**src/rtl/alarm_clock_pkg.sv**
```systemverilog
// alarm_clock_pkg: shared types and BCD helpers for the multi-alarm clock.
//   alarm_state_t : ring FSM states
//   hhmm_t        : packed BCD HH:MM value (13 bits)
//   hhmm_valid()  : legal 24-hour BCD time check
//   hhmm_inc()    : advance a legal BCD time by one minute, 23:59 wraps to 00:00
package alarm_clock_pkg;

    localparam int unsigned HHMM_W = 13;

    typedef enum logic [1:0] {
        IDLE   = 2'd0,
        RING   = 2'd1,
        SNOOZE = 2'd2
    } alarm_state_t;

    typedef struct packed {
        logic [1:0] hr1;
        logic [3:0] hr0;
        logic [2:0] min1;
        logic [3:0] min0;
    } hhmm_t;

    // Every digit must be BCD, hour <= 23, minute <= 59.
    function automatic logic hhmm_valid(input hhmm_t t);
        logic ok;
        ok = (t.hr1 <= 2'd2) && (t.hr0 <= 4'd9) && (t.min1 <= 3'd5) && (t.min0 <= 4'd9);
        if ((t.hr1 == 2'd2) && (t.hr0 > 4'd3)) begin
            ok = 1'b0;
        end
        return ok;
    endfunction

    // Ripple the minute carry through the BCD digits.
    function automatic hhmm_t hhmm_inc(input hhmm_t t);
        hhmm_t n;
        n = t;
        if (t.min0 != 4'd9) begin
            n.min0 = t.min0 + 4'd1;
        end else begin
            n.min0 = 4'd0;
            if (t.min1 != 3'd5) begin
                n.min1 = t.min1 + 3'd1;
            end else begin
                n.min1 = 3'd0;
                if ((t.hr1 == 2'd2) && (t.hr0 == 4'd3)) begin
                    n.hr1 = 2'd0;
                    n.hr0 = 4'd0;
                end else if (t.hr0 == 4'd9) begin
                    n.hr0 = 4'd0;
                    n.hr1 = t.hr1 + 2'd1;
                end else begin
                    n.hr0 = t.hr0 + 4'd1;
                end
            end
        end
        return n;
    endfunction

endpackage

```
**src/rtl/multi_alarm_clock_tick_gen.sv**
```systemverilog
// tick_gen: minute prescaler producing a one-cycle clock enable.
//   clk  : system clock
//   rst  : synchronous active-high reset
//   clr  : restart the count from 0 (time write)
//   tick : high for the cycle in which the count equals TICK_DIV-1
module tick_gen #(
    parameter int unsigned TICK_DIV = 50_000_000
) (
    input  logic clk,
    input  logic rst,
    input  logic clr,
    output logic tick
);

    localparam int unsigned CW = (TICK_DIV > 1) ? $clog2(TICK_DIV) : 1;

    logic [CW-1:0] cnt_q;

    assign tick = (cnt_q == CW'(TICK_DIV - 1));

    // Count 0..TICK_DIV-1; a clear overrides the wrap.
    always_ff @(posedge clk) begin
        if (rst || clr) begin
            cnt_q <= '0;
        end else if (tick) begin
            cnt_q <= '0;
        end else begin
            cnt_q <= cnt_q + CW'(1);
        end
    end

endmodule

```
**src/rtl/multi_alarm_clock.sv**
```systemverilog
// multi_alarm_clock: 24-hour BCD clock with N programmable alarms,
// snooze and auto-silence.
//   clk, rst                      : clock, synchronous active-high reset
//   wr_en, wr_addr                : write strobe; addr 0 = time, k = alarm slot k-1
//   wr_hr1/hr0/min1/min0, wr_alm_en : write value and alarm enable
//   snooze, stop                  : one-cycle user pulses
//   hr1/hr0/min1/min0             : current time, BCD, registered
//   ring, ring_id, snoozing       : alarm status, registered
module multi_alarm_clock
    import alarm_clock_pkg::*;
#(
    parameter int unsigned TICK_DIV   = 50_000_000,
    parameter int unsigned N_ALARMS   = 4,
    parameter int unsigned SNOOZE_MIN = 5,
    parameter int unsigned RING_MIN   = 3,
    localparam int unsigned AW = $clog2(N_ALARMS + 1),
    localparam int unsigned IW = (N_ALARMS > 1) ? $clog2(N_ALARMS) : 1
) (
    input  logic          clk,
    input  logic          rst,
    input  logic          wr_en,
    input  logic [AW-1:0] wr_addr,
    input  logic [1:0]    wr_hr1,
    input  logic [3:0]    wr_hr0,
    input  logic [2:0]    wr_min1,
    input  logic [3:0]    wr_min0,
    input  logic          wr_alm_en,
    input  logic          snooze,
    input  logic          stop,
    output logic [1:0]    hr1,
    output logic [3:0]    hr0,
    output logic [2:0]    min1,
    output logic [3:0]    min0,
    output logic          ring,
    output logic [IW-1:0] ring_id,
    output logic          snoozing
);

    localparam int unsigned RCW = $clog2(RING_MIN + 1);
    localparam int unsigned SCW = $clog2(SNOOZE_MIN + 1);

    hhmm_t               time_q;
    hhmm_t               time_d;
    hhmm_t               wr_val;
    hhmm_t               alm_q [N_ALARMS];
    logic [N_ALARMS-1:0] alm_en_q;

    alarm_state_t        state_q;
    logic                ring_q;
    logic                snoozing_q;
    logic [IW-1:0]       ring_id_q;
    logic [RCW-1:0]      ring_cnt_q;
    logic [SCW-1:0]      snz_cnt_q;

    logic                tick;
    logic                tick_eff;
    logic                wr_ok;
    logic                time_wr;
    logic                alm_wr;
    logic                ring_slot_off;
    logic                match_hit;
    logic [IW-1:0]       match_idx;

    // Write decode: an invalid value or out-of-range address is dropped whole.
    assign wr_val        = {wr_hr1, wr_hr0, wr_min1, wr_min0};
    assign wr_ok         = wr_en && hhmm_valid(wr_val);
    assign time_wr       = wr_ok && (wr_addr == '0);
    assign alm_wr        = wr_ok && (wr_addr != '0) && (wr_addr <= AW'(N_ALARMS));
    assign ring_slot_off = alm_wr && !wr_alm_en && (wr_addr == (AW'(ring_id_q) + AW'(1)));

    // A time write swallows a coincident tick, so it can never cause a match.
    assign tick_eff = tick && !time_wr;
    assign time_d   = hhmm_inc(time_q);

    tick_gen #(
        .TICK_DIV(TICK_DIV)
    ) u_tick_gen (
        .clk (clk),
        .rst (rst),
        .clr (time_wr),
        .tick(tick)
    );

    // Lowest enabled slot equal to the upcoming time wins.
    always_comb begin
        match_hit = 1'b0;
        match_idx = '0;
        for (int i = int'(N_ALARMS) - 1; i >= 0; i--) begin
            if (alm_en_q[i] && (alm_q[i] == time_d)) begin
                match_hit = 1'b1;
                match_idx = IW'(i);
            end
        end
    end

    // Time of day.
    always_ff @(posedge clk) begin
        if (rst) begin
            time_q <= '0;
        end else if (time_wr) begin
            time_q <= wr_val;
        end else if (tick_eff) begin
            time_q <= time_d;
        end
    end

    // Alarm slot storage.
    always_ff @(posedge clk) begin
        if (rst) begin
            alm_en_q <= '0;
            for (int i = 0; i < int'(N_ALARMS); i++) begin
                alm_q[i] <= '0;
            end
        end else begin
            for (int i = 0; i < int'(N_ALARMS); i++) begin
                if (alm_wr && (wr_addr == AW'(i + 1))) begin
                    alm_q[i]    <= wr_val;
                    alm_en_q[i] <= wr_alm_en;
                end
            end
        end
    end

    // Ring / snooze state machine with registered status outputs.
    always_ff @(posedge clk) begin
        if (rst) begin
            state_q    <= IDLE;
            ring_q     <= 1'b0;
            snoozing_q <= 1'b0;
            ring_id_q  <= '0;
            ring_cnt_q <= '0;
            snz_cnt_q  <= '0;
        end else begin
            case (state_q)
                IDLE: begin
                    if (tick_eff && match_hit) begin
                        state_q    <= RING;
                        ring_q     <= 1'b1;
                        ring_id_q  <= match_idx;
                        ring_cnt_q <= '0;
                    end
                end
                RING: begin
                    if (stop || ring_slot_off) begin
                        state_q <= IDLE;
                        ring_q  <= 1'b0;
                    end else if (snooze) begin
                        state_q    <= SNOOZE;
                        ring_q     <= 1'b0;
                        snoozing_q <= 1'b1;
                        snz_cnt_q  <= SCW'(SNOOZE_MIN);
                    end else if (tick_eff) begin
                        // Silence on the RING_MIN-th tick since entry.
                        if (ring_cnt_q == RCW'(RING_MIN - 1)) begin
                            state_q <= IDLE;
                            ring_q  <= 1'b0;
                        end else begin
                            ring_cnt_q <= ring_cnt_q + RCW'(1);
                        end
                    end
                end
                SNOOZE: begin
                    if (stop || ring_slot_off) begin
                        state_q    <= IDLE;
                        snoozing_q <= 1'b0;
                    end else if (tick_eff) begin
                        if (snz_cnt_q == SCW'(1)) begin
                            state_q    <= RING;
                            ring_q     <= 1'b1;
                            snoozing_q <= 1'b0;
                            ring_cnt_q <= '0;
                        end else begin
                            snz_cnt_q <= snz_cnt_q - SCW'(1);
                        end
                    end
                end
                default: begin
                    state_q    <= IDLE;
                    ring_q     <= 1'b0;
                    snoozing_q <= 1'b0;
                end
            endcase
        end
    end

    assign hr1      = time_q.hr1;
    assign hr0      = time_q.hr0;
    assign min1     = time_q.min1;
    assign min0     = time_q.min0;
    assign ring     = ring_q;
    assign ring_id  = ring_id_q;
    assign snoozing = snoozing_q;

endmodule

```
**config.mk**
```make
export PLATFORM = sky130hd
export DESIGN_NAME = multi_alarm_clock
export DESIGN_NICKNAME = d
export VERILOG_FILES = /design/src/rtl/alarm_clock_pkg.sv /design/src/rtl/multi_alarm_clock_tick_gen.sv /design/src/rtl/multi_alarm_clock.sv
export SDC_FILE = /design/constraint.sdc
export NUM_CORES = 1
export LEC_CHECK = 0
export ABC_CLOCK_PERIOD_IN_PS = 6000
export BUFFER_PORTS_ARGS = -buffer_cell sky130_fd_sc_hd__buf_4
export CELL_PAD_IN_SITES_DETAIL_PLACEMENT = 1
export CELL_PAD_IN_SITES_GLOBAL_PLACEMENT = 2
export CORE_MARGIN = 5
export CORE_UTILIZATION = 42
export DETAILED_ROUTE_END_ITERATION = 8
export PLACE_DENSITY = 0.95
export SLEW_MARGIN = 30
export SYNTH_ARGS = -nofsm -noshare
export SYNTH_HDL_FRONTEND = slang
export SYNTH_HIERARCHICAL = 1
export SYNTH_SLANG_ARGS = --single-unit
export TNS_END_PERCENT = 20
```
**constraint.sdc**
```tcl
create_clock -name clk -period 6 [get_ports clk]
set_clock_uncertainty 0.2 [all_clocks]
set_input_delay 1.2 -clock clk [delete_from_list [all_inputs] [get_ports clk]]
set_output_delay 1.2 -clock clk [all_outputs]
set_load 0.05 [all_outputs]
```
==> results.py <==
metrics = {
    "synth": {
        "synthTopCellsByCount": "and2_1 (54), dfxtp_1 (54), edfxtp_1 (52)",
        "synth-edff-count": 52,
        "synth_nets": 683,
        "syn_area_sq_um": 6170,
        "syn_area_per_cell_sq_um": 9.44,
        "synth_top_area_cell": "edfxtp_1",
        "synthTopCellsByArea": "edfxtp_1 (25%), dfxtp_1 (18%), and2_1 (5.5%)",
        "synth_top_area_share_pct": 25.3,
        "yosysWarnings": 6,
        "ys_seq_elements": 106,
        "synth_ff_type": "dfxtp_1",
        "synthCells": 653,
        "ys_async_sr_fraction_pct": 0,
        "synth_seq_area_share_pct": 42.8,
        "synth_cell_type_count": 84,
    },
    "power_and_ir_drop": {
        "swShare_pct": 25.3,
        "p_switching_mw": 0.376,
        "power_mw": 1.49,
        "p_seq_share_pct": 53.9,
        "combPwrFrac_pct": 6.4,
        "clock_power_share_pct": 39.6,
        "internal_power_mw": 1.11,
        "power.static_leakage_nw": 2.33,
        "vdd_drop_max_mv": 0.173,
        "power.density_nw_per_um2": 217,
    },
    "floorplan": {
        "rows": 44,
        "start_util_pct": 42.6,
        "dieArea_sq_um": 17200,
        "die_y_microns": 131,
        "core_area_sq_um": 14500,
        "ios": 39,
        "die-width_microns": 131,
    },
    "cts": {
        "cts.sinks": 106,
        "cts_root_buf": "clkbuf_16",
        "cts_buffers": 9,
        "cts.htree.levels": 3,
        "clk_pin_slew_ns": 0.08,
        "cts_tree": "yes",
        "holdBufCountCts": 0,
        "cts-resized-gates": 0,
        "clk_latency_ns": 0.35,
        "post-cts-setup-buffers": 0,
        "cts_buffer_depth": 2,
    },
    "drt": {
        "via_per_inst": 5.83,
        "drtAntennaViolNets": 0,
        "via_count": 5041,
        "totalWireLength_microns": 17600,
        "route.detailed.drc": 0,
        "drt_pass1_iterations": 5,
        "wl_per_cell_microns": 20.3,
        "first_iter_violations": 354,
    },
    "timing": {
        "finalMaxSlewViolations": 0,
        "setup_viol": 0,
        "period_minus_slack_ns": 4.23,
        "max_freq_mhz": 237,
        "hold_viol_final": 0,
        "period_share_pct": 70.5,
        "rsz0062_at_grt": "false",
        "max_slew_margin_pct": 43.8,
        "tightest_slew_ns": 0.842,
        "tns_ns": 0,
    },
    "layout": {
        "drive_gt1_share_pct": 13.2,
        "design_area_sq_um": 6850,
        "antenna_cells": 0,
        "fin_nets": 705,
        "syn2layout_area_growth_pct": 11.1,
    },
    "global_route": {
        "grt-ovfl-total": 0,
        "grt_max_degree": 38,
        "grt_antenna_before_repair": 0,
        "grt_pass1_vias": 5364,
        "grtUsageTotal_pct": 20.3,
        "grt_pass1_wl_microns": 28700,
    },
    "setup_path": {
        "r2r_start": "min0[0]",
        "critPathKind": "flip-flop to flip-flop",
        "rr_endpoint": "ring_cnt_q[0]",
        "critPathRequiredTime_ns": 6.03,
        "cpPeakStageDelay_ns": 0.73,
        "r2r_cells": 9,
        "rrSetupSlack_ns": 1.77,
        "cpMaxStageDelayCell": "dfxtp_1",
        "path_cells": "nand4bb_1 > nor2_1 > and3_1 > nor4_1 > or3_1 > or4_4 > a41oi_2 > a31oi_1 > mux2i_1",
        "worstPathArrival_ns": 4.26,
        "end_kind": "flip-flop",
        "critical_path.startpoint_type": "flip-flop",
        "crit_fanout": 17,
    },
    "hold_path": {
        "min_path_type": "flip-flop to flip-flop",
        "worstHoldPathCells": 2,
        "holdCritStartpoint": "snz_cnt_q[1]",
        "min_to": "snz_cnt_q[1]",
    },
    "placed_design": {
        "place_area_sq_um": 6570,
        "gp_congestion": 0.862,
        "port_buffers": 38,
        "dp_hpwl_microns": 12900,
    },
    "status": {
        "run_status": "complete, no violations",
    },
    "job": {
        "cap_violations": 0,
    },
}
[worst max-delay path: cells and delay by family (launching register included)]
family             cells  cell delay (ns)
AOI/OAI and AO/OA      2             0.44
DFF                    1             0.73
muxes                  1             0.15
and+or+nand+nor        6             2.58
[worst max-delay path by stage]
stage / start / to / slack [ns] / cells after the start
2_1_floorplan: hr1[0] / ring_cnt_q[0] / 2.39 / 11
3_3_place_gp: min0[0] / ring_cnt_q[1] / 2.08 / 9
3_5_place_dp: min0[0] / ring_cnt_q[0] / 1.86 / 9
4_1_cts: min0[0] / ring / 1.81 / 9
5_1_grt: min0[0] / ring / 1.51 / 9
6_report: min0[0] / ring_cnt_q[0] / 1.77 / 9
[layout by cell type (no fill, tap or decap), drive strengths merged, types with 5 or more instances in the layout]
cell | synthesis | final
or4 | 9 | 9
ha | 8 | 8
and3 | 10 | 10
nand3 | 25 | 25
a211oi | 13 | 13
nor4 | 7 | 7
mux2i | 9 | 9
buf | 16 | 45
nor2 | 42 | 42
xnor2 | 37 | 37
o21ai | 30 | 30
edfxtp | 52 | 52
a31oi | 8 | 8
o211ai | 9 | 9
nor3 | 13 | 13
xor2 | 22 | 22
nand2 | 51 | 51
a2111oi | 5 | 5
and2 | 54 | 54
nand2b | 10 | 10
dfxtp | 54 | 54
or3 | 10 | 10
nand4 | 11 | 11
inv | 26 | 30
a21oi | 34 | 34
o31ai | 6 | 6
clkbuf | 18 | 9
[stage by stage]
step	hold slack, ns	instances	utilization [%]	worst slack (ns)
after global routing	0.297	864	47.3	1.51
final	0.255	864	47.3	1.77
after CTS	0.262	864	47.3	1.81
after detailed placement	0.253	848	45.3	1.86
after global placement	0.238	848	45.3	2.08
after floorplan	0.226	653	-	2.39
[sequential cells by signal, indices dropped and copies added (netlist names)]
register	cells
alm_q	52
u_tick_gen/cnt_q	26
alm_en_q	4
hr0	4
min0	4
min1	3
snz_cnt_q	3
hr1	2
ring_cnt_q	2
ring_id	2
state_q	2
ring	1
snoozing	1
[per-layer routing]
metal / vias up / global-route usage [%] / part of all wire (%)
met3: 22 / 3.40 / 4.3
met4: 0 / 5.95 / 1.9
met1: 2517 / 25.3 / 43
met2: 95 / 36.0 / 51
met5: - / 0 / 0
li1: 2407 / - / -
[cell type report]
type / count / area, sq um
clock buffer: 9 / 225
clock inverter: 7 / 61.3
fill: 1669 / 7630
inverter: 27 / 101
multi-input combinational: 486 / 3250
sequential: 106 / 2640
tap: 184 / 230
timing repair buffer: 45 / 338
[kinds of logic after synthesis]
kind of cell	count (synthesis)	share of synthesized area (%)
adders and majority gates	8	1.62
xor gates and xnor gates	59	8.38
buffers and inverters	61	4.50
muxes	11	2.43
and+or+nand+nor	271	24.4
DFF	106	42.8
AOI/OAI and AO/OA	137	15.8
[power by group through the flow]
stage | sequential [mW] | clock (mW) | combinational, mW
5_1_grt | 0.804 | 0.632 | 0.104
3_3_place_gp | 0.815 | 0 | 0.0909
4_1_cts | 0.801 | 0.601 | 0.0962
6_report | 0.801 | 0.589 | 0.0957
3_5_place_dp | 0.818 | 0 | 0.0953
2_1_floorplan | 0.811 | 0 | 0.0563
(Power assumes the default switching activity.)
